===== src/rtl/tmr_seq_pkg.sv =====
// rtl/tmr_seq_pkg.sv - state encoding, symbols and next-state function for the TMR S1/S2 sequence recognizer
package tmr_seq_pkg;

    typedef enum logic [2:0] {
        ST_IDLE  = 3'd0,
        ST_S1_A  = 3'd1,
        ST_S1_B  = 3'd2,
        ST_S1_C  = 3'd3,
        ST_S2_A  = 3'd4,
        ST_S2_B  = 3'd5,
        ST_S2_C  = 3'd6,
        ST_ERROR = 3'd7
    } state_t;

    localparam logic [2:0] SYM_END  = 3'd0;
    localparam logic [2:0] SYM_S1_0 = 3'd1;
    localparam logic [2:0] SYM_S1_1 = 3'd2;
    localparam logic [2:0] SYM_S1_2 = 3'd3;
    localparam logic [2:0] SYM_S2_0 = 3'd4;
    localparam logic [2:0] SYM_S2_1 = 3'd5;
    localparam logic [2:0] SYM_S2_2 = 3'd6;

    // Next state for one qualified symbol. err_exit is where ERROR leaves to.
    function automatic state_t next_state(input state_t cur, input logic [2:0] d,
                                          input state_t err_exit);
        state_t n;
        n = ST_ERROR;
        case (cur)
            ST_IDLE: begin
                if (d == SYM_S1_0)      n = ST_S1_A;
                else if (d == SYM_S2_0) n = ST_S2_A;
                else                    n = ST_IDLE;
            end
            ST_S1_A: n = (d == SYM_S1_1) ? ST_S1_B : ST_ERROR;
            ST_S1_B: n = (d == SYM_S1_2) ? ST_S1_C : ST_ERROR;
            ST_S2_A: n = (d == SYM_S2_1) ? ST_S2_B : ST_ERROR;
            ST_S2_B: n = (d == SYM_S2_2) ? ST_S2_C : ST_ERROR;
            ST_S1_C, ST_S2_C: begin
                // A completed sequence may be followed directly by a new one.
                if (d == SYM_END)       n = ST_IDLE;
                else if (d == SYM_S1_0) n = ST_S1_A;
                else if (d == SYM_S2_0) n = ST_S2_A;
                else                    n = ST_ERROR;
            end
            ST_ERROR: n = err_exit;
            default:  n = err_exit;
        endcase
        return n;
    endfunction

endpackage


===== src/rtl/tmr_majority_voter.sv =====
// rtl/tmr_majority_voter.sv - bitwise 2-of-3 majority vote with copy-disagreement flag
module tmr_majority_voter #(
    parameter int unsigned W = 3
) (
    input  logic [W-1:0] a_i,
    input  logic [W-1:0] b_i,
    input  logic [W-1:0] c_i,
    output logic [W-1:0] vote_o,
    output logic         mismatch_o
);

    assign vote_o     = (a_i & b_i) | (b_i & c_i) | (a_i & c_i);
    // Two comparisons suffice: if a==b and b==c then all three agree.
    assign mismatch_o = (a_i != b_i) | (b_i != c_i);

endmodule


===== src/rtl/tmr_seq_fsm_ctrl.sv =====
// rtl/tmr_seq_fsm_ctrl.sv - triplicated S1/S2 sequence controller with scrubbing; TMR_SEQ_FAULT_INJECT_EN adds inj_stb_i/inj_sel_i/inj_mask_i
module tmr_seq_fsm_ctrl
    import tmr_seq_pkg::*;
#(
    parameter int unsigned CNT_W         = 16,
    parameter logic [2:0]  RESET_STATE_G = 3'd0
) (
    input  logic             clk_i,
    input  logic             rst_i,
    input  logic [2:0]       data_i,
    input  logic             valid_i,
    input  logic             clr_cnt_i,
`ifdef TMR_SEQ_FAULT_INJECT_EN
    input  logic             inj_stb_i,
    input  logic [1:0]       inj_sel_i,
    input  logic [2:0]       inj_mask_i,
`endif
    output logic [2:0]       state_o,
    output logic             seq1_done_o,
    output logic             seq2_done_o,
    output logic             error_o,
    output logic             mismatch_o,
    output logic [CNT_W-1:0] mismatch_cnt_o
);

    logic [2:0]       r0_q;
    logic [2:0]       r1_q;
    logic [2:0]       r2_q;
    logic [2:0]       vote;
    logic             copies_differ;
    state_t           v_state;
    state_t           nxt_state;
    logic [2:0]       nxt_bits;
    logic [2:0]       flip0;
    logic [2:0]       flip1;
    logic [2:0]       flip2;
    logic             seq1_q;
    logic             seq2_q;
    logic             mm_q;
    logic [CNT_W-1:0] cnt_q;

    tmr_majority_voter #(
        .W (3)
    ) u_voter (
        .a_i        (r0_q),
        .b_i        (r1_q),
        .c_i        (r2_q),
        .vote_o     (vote),
        .mismatch_o (copies_differ)
    );

    assign v_state = state_t'(vote);

    // Without a qualified symbol every copy reloads the voted value (scrub).
    assign nxt_state = valid_i ? next_state(v_state, data_i, state_t'(RESET_STATE_G))
                               : v_state;
    assign nxt_bits  = nxt_state;

`ifdef TMR_SEQ_FAULT_INJECT_EN
    always_comb begin
        flip0 = 3'd0;
        flip1 = 3'd0;
        flip2 = 3'd0;
        if (inj_stb_i) begin
            case (inj_sel_i)
                2'd0:    flip0 = inj_mask_i;
                2'd1:    flip1 = inj_mask_i;
                2'd2:    flip2 = inj_mask_i;
                default: ;
            endcase
        end
    end
`else
    assign flip0 = 3'd0;
    assign flip1 = 3'd0;
    assign flip2 = 3'd0;
`endif

    always_ff @(posedge clk_i) begin
        if (rst_i) begin
            r0_q   <= RESET_STATE_G;
            r1_q   <= RESET_STATE_G;
            r2_q   <= RESET_STATE_G;
            seq1_q <= 1'b0;
            seq2_q <= 1'b0;
            mm_q   <= 1'b0;
            cnt_q  <= '0;
        end else begin
            r0_q   <= nxt_bits ^ flip0;
            r1_q   <= nxt_bits ^ flip1;
            r2_q   <= nxt_bits ^ flip2;
            // Pulse lands in the same cycle the voted state shows S1_C / S2_C.
            seq1_q <= valid_i && (v_state == ST_S1_B) && (nxt_state == ST_S1_C);
            seq2_q <= valid_i && (v_state == ST_S2_B) && (nxt_state == ST_S2_C);
            mm_q   <= copies_differ;
            if (clr_cnt_i) begin
                cnt_q <= '0;
            end else if (copies_differ && (cnt_q != {CNT_W{1'b1}})) begin
                cnt_q <= cnt_q + 1'b1;
            end
        end
    end

    assign state_o        = vote;
    assign error_o        = (v_state == ST_ERROR);
    assign seq1_done_o    = seq1_q;
    assign seq2_done_o    = seq2_q;
    assign mismatch_o     = mm_q;
    assign mismatch_cnt_o = cnt_q;

endmodule


===== config.mk =====
export PLATFORM = sky130hd
export DESIGN_NAME = tmr_seq_fsm_ctrl
export DESIGN_NICKNAME = d
export VERILOG_FILES = /design/src/rtl/tmr_seq_pkg.sv /design/src/rtl/tmr_majority_voter.sv /design/src/rtl/tmr_seq_fsm_ctrl.sv
export SDC_FILE = /design/constraint.sdc
export NUM_CORES = 1
export LEC_CHECK = 0
export ABC_AREA = 1
export ABC_CLOCK_PERIOD_IN_PS = 1600
export CAP_MARGIN = 20
export CELL_PAD_IN_SITES_DETAIL_PLACEMENT = 0
export CELL_PAD_IN_SITES_GLOBAL_PLACEMENT = 1
export CORE_MARGIN = 2
export CORE_UTILIZATION = 23
export CTS_CLUSTER_DIAMETER = 120
export DETAILED_ROUTE_END_ITERATION = 8
export GPL_ROUTABILITY_DRIVEN = 0
export PLACE_DENSITY_LB_ADDON = 0.2
export RECOVER_POWER = 50
export SLEW_MARGIN = 10
export SYNTH_ARGS = -nofsm -noshare
export SYNTH_HDL_FRONTEND = slang
export SYNTH_SLANG_ARGS = --single-unit

===== constraint.sdc =====
create_clock -name clk_i -period 1.6 [get_ports clk_i]
set_clock_uncertainty 0.2 [all_clocks]
set_input_delay 0.24 -clock clk_i [delete_from_list [all_inputs] [get_ports clk_i]]
set_output_delay 0.24 -clock clk_i [all_outputs]
set_load 0.01 [all_outputs]

# Yosys cells after proc, flatten, opt, wreduce, memory -nomap -nowiden
# Index checks and enable logic that the tools add are counted.
# classes
reduce_logical,7
eq_ne,15
bitwise_logic,3
muxes,11
# ops
op,count
$eq A3 B3 Y1 const B,8
$mux W3,7
$pmux W3 S7,1
$eq A3 B2 Y1 const B,5
$eq A3 B1 Y1 const B,2
$logic_not A3 Y1,2
$or A3 B3 Y3,2
$logic_and A1 B1 Y1,4
$mux W2,2
$and A3 B3 Y3,1
$reduce_or A2 Y1,1
$mux W1,1
# totals
ff_bits,5
word_cells,39
out_inout_bits,23
inputBits,7

# Depth between registers and ports, before layout
# depth
word_depth,9
ltp_mapped,8
ltp_nobuf,8

# By module
# From an unflattened synthesis, not the netlist that was laid out.
# hier_totals
hier_cells,244
area_unflattened_um2,1557.7
# by_module_without_submodules
module,cells_each,instances,area_each_um2,seq_area_each_um2
tmr_seq_fsm_ctrl,225,1,1432.6,440.4
tmr_majority_voter,19,1,125.1,0.0

# Worst setup path after synthesis
# No wires, ideal clock.
# synth_timing
kind,reg-to-reg
startpoint,register r2_q[1]
endpoint,register r2_q[2]
required_time_ps,1285
n_path_buf,0
setup_time_ps,115
setup_slack_ps,234
synth_period_minus_slack_ps,1366
stages_incl_launch_ff,9
t_arrival_ps,1051
cell_sequence,dfxtp_1 > inv_2 > nand2_2 > nor2_1 > nand2_2 > nand2_2 > nor2_2 > a21oi_2 > and2_1
# synth_between
elab_chain_len,7
elab_cells_between_ends,14
classes_between,7 x eq/ne; 2 x mux; 3 x bitwise; 2 x reduce/logical
# synth_lines
item,line,source
from (decl),tmr_seq_fsm_ctrl.sv:28,logic [2:0] r2_q;
from (signal assigned),tmr_seq_fsm_ctrl.sv:91,r2_q <= nxt_bits ^ flip2;
$and A3 B3 Y3 *,tmr_majority_voter.sv:12,assign vote_o = (a_i & b_i) | (b_i & c_i) | (a_i & c_i);
$or A3 B3 Y3,tmr_majority_voter.sv:12,
$or A3 B3 Y3 *,tmr_majority_voter.sv:12,
$eq A3 B2 Y1 / $eq A3 B3 Y1 (equally long branches),tmr_seq_pkg.sv:28,case (cur)
$reduce_or A2 Y1,tmr_seq_pkg.sv:28,
$pmux W3 S7 *,tmr_seq_pkg.sv:28,
$mux W3 *,tmr_seq_fsm_ctrl.sv:55,"assign nxt_state = valid_i ? next_state(v_state, data_i, state_t'(RESET_STATE_G))"
# Every way passes the cells marked *; elsewhere a longest branch is shown, timed or not.
# A chain may end at the register's enable or synchronous reset.

# Worst setup path in the final report
# layout_timing
startpoint,"register seq1_q, in the netlist seq1_done_o"
endpoint,output port seq1_done_o
# layout_lines
item,line,source
from (decl),tmr_seq_fsm_ctrl.sv:37,logic seq1_q;
from (signal assigned),tmr_seq_fsm_ctrl.sv:93,seq1_q <= valid_i && (v_state == ST_S1_B) && (nxt_state == ST_S1_C);
to (decl),tmr_seq_fsm_ctrl.sv:19,"output logic seq1_done_o,"
# No word-level cell between the ends.

==> run metrics <==
CP max stage cell clkdlybuf4s50_1; endpoint class of the critical path output port; Initial Utilization 0.242; initial antenna violation count 0; crit-path max FO 1; placed cell count 130; vias in the first global route 480; clock sinks 5; CP Buf/Inv Count 1; met2 WL 550 um; count of final setup violators 0; Remaining DRCs 0; met1 WL 503 um; Seq/Total Area, Yosys 0.189; Die W 52.0 um; fmax 665 MHz; Clock power frac 0.303; die area 0.00270 mm^2; Placement Rows 17; H-tree depth 1; maximum VDD drop 0.000316 V; Synth Cell Area 529 um^2; Max-Cap Viols 0; Syn. warnings 0; Setup CP Type reg -> out; top layer in use met3; area delta synth->final 25.8%; Slew Viols, Final 0; most frequent cells in the layout conb_1, nand2_1, nor2_1; clock-pin slew on the worst setup and hold paths 0.04 ns; vias per cell 3.96; Reg power frac 0.293; Net Sw Power 0.000175 W; Gate Count Post-Synth 87; Vias 531; first-pass GRT wire length 1840 um; first-pass iteration count of the detailed router 4; DRT iter0 DRCs 4; family with the most delay on the worst path buffers and inverters; fillers 262; proportion of layout cells with a drive suffix above 1 0.189; Cell variety after synth 18; Startpoint Class flop; multi-input gate area in the final layout 328 um^2; outcome finished clean; Hold Path Class in -> reg; Pwr per Cell Area 720 mW/mm^2; final std cells w/o fill 134; PortBufs 11; clk_lat worst skew 0.24 ns; slowest stage delay, CP 0.52 ns; met3 WL 76 um; wire length per cell 8.43 um; synth top area cells buf_4, dfxtp_1, nand2_1; Switching Share 0.364; Post-Route Utilization 0.304; GRT overflow 0; postcts setup bufs 0; Comb pwr share 0.404; Syn Area/Cell 6.08 um^2; crit path time final 1.50 ns; leakage 0.340 nW; IO Pins 30; Required @ worst endpoint 1.16 ns; DRT Wirelength 1130 um; Root Buffer clkbuf_4; Vert. Die Dim 52.0 um; Setup TNS 0 ns; antenna diode count 0; Yosys reg bits 5; DRT antenna net count 0; register area 101 um^2; Yosys top cell by area buf_4; gr usage total 0.0893; Tcrit/Tclk final 0.940; Total Nets Final 114; HPWL after DPL 942 um; largest net degree at the start of global routing 7; core area 0.00219 mm^2; Synth top area share 0.241; CP cell instances clkdlybuf4s50_1; Pint 0.000305 W; final hold viol count 0; worst hold slack 0.411 ns; Max Buffers Root-to-Sink 2; most common cell after layout, fill and taps aside conb_1; RSZ-0062 raised after global routing no; CTS Buf Count 3; CTS tree done; worst path arrival time 1.06 ns
## power groups by stage
stage	Sequential [W]	Clock, W	Combinational [W]
after floorplan	0.000153	0	0.000145
after global placement	0.000142	0	0.000202
after detailed placement	0.000142	0	0.000200
after CTS	0.000141	0.000152	0.000197
after global routing	0.000142	0.000171	0.000219
final	0.000141	0.000145	0.000193
## flip-flops by register name, indices dropped and copies added, names as in the netlist
name and cells:
r2_q 3, seq1_done_o 1, seq2_done_o 1
## timing repair
action	4_1_cts	5_1_grt
gates resized for setup	4	1
setup endpoints to repair	4	1
hold buffers	0	0
## cells in the mapped netlist
cell type / n
nand3_1: 8
nand2_2: 5
a21oi_1: 1
o21a_1: 1
nand2_1: 16
buf_4: 17
nand4_1: 2
conb_1: 1
and2_1: 1
nand3_2: 1
inv_1: 7
o21ai_0: 2
dfxtp_1: 5
nor3_1: 1
a21oi_2: 2
inv_2: 2
nor2_2: 1
nor2_1: 14
## metal layers
metal,vias to the layer above,track usage
met1,235,0.104
met5,-,0
met3,0,0.0259
li1,275,-
met4,0,0.0263
met2,21,0.156
## final timing paths
check / start / to / slack (ns) / cells past startpoint
min: rst_i / r2_q[1]$_SDFF_PP0_ / 0.41 / 2
max: seq1_done_o$_SDFF_PP0_ / seq1_done_o / 0.1 / 1
min reg2reg: r2_q[0]$_SDFF_PP0_ / r2_q[0]$_SDFF_PP0_ / 0.45 / 3
max reg2reg: r2_q[1]$_SDFF_PP0_ / r2_q[2]$_SDFF_PP0_ / 0.15 / 9
## final cells by class
type	count	area share
inverter	9	0.0508
tap	28	0.0526
timing repair buffer	16	0.212
clock buffer	4	0.0395
multi-input combinational	72	0.492
sequential	5	0.152
## logic make-up (layout without fill, tap and decap cells)
| logic type | after synthesis | count (layout) | share of synthesized area |
|---|---|---|---|
| buf+inv | 26 | 29 | 0.305 |
| compound gates | 6 | 6 | 0.0757 |
| other cells | 1 | 17 | 0.00709 |
| flops | 5 | 5 | 0.189 |
| simple gates | 49 | 49 | 0.423 |
## stage by stage
stage / setup WS [ns] / area, um^2 / power, W
after CTS: 0.0212 / 668 / 0.000490
after global routing: 0.0323 / 666 / 0.000531
after floorplan: 0.234 / 589 / 0.000298
after global placement: -0.0839 / 644 / 0.000344
final: 0.0958 / 666 / 0.000479
after detailed placement: -0.0997 / 644 / 0.000342
## worst reg2reg max path, stage by stage, from the launching register on
cell,delay [ns]
dfxtp_1,0.32
clkbuf_2,0.17
inv_2,0.07
nand2_2,0.09
nor2_1,0.06
nand2_2,0.07
nand2_2,0.06
nor2_2,0.11
a21oi_2,0.07
and2_1,0.13
Power figures use the tool's default switching activity.
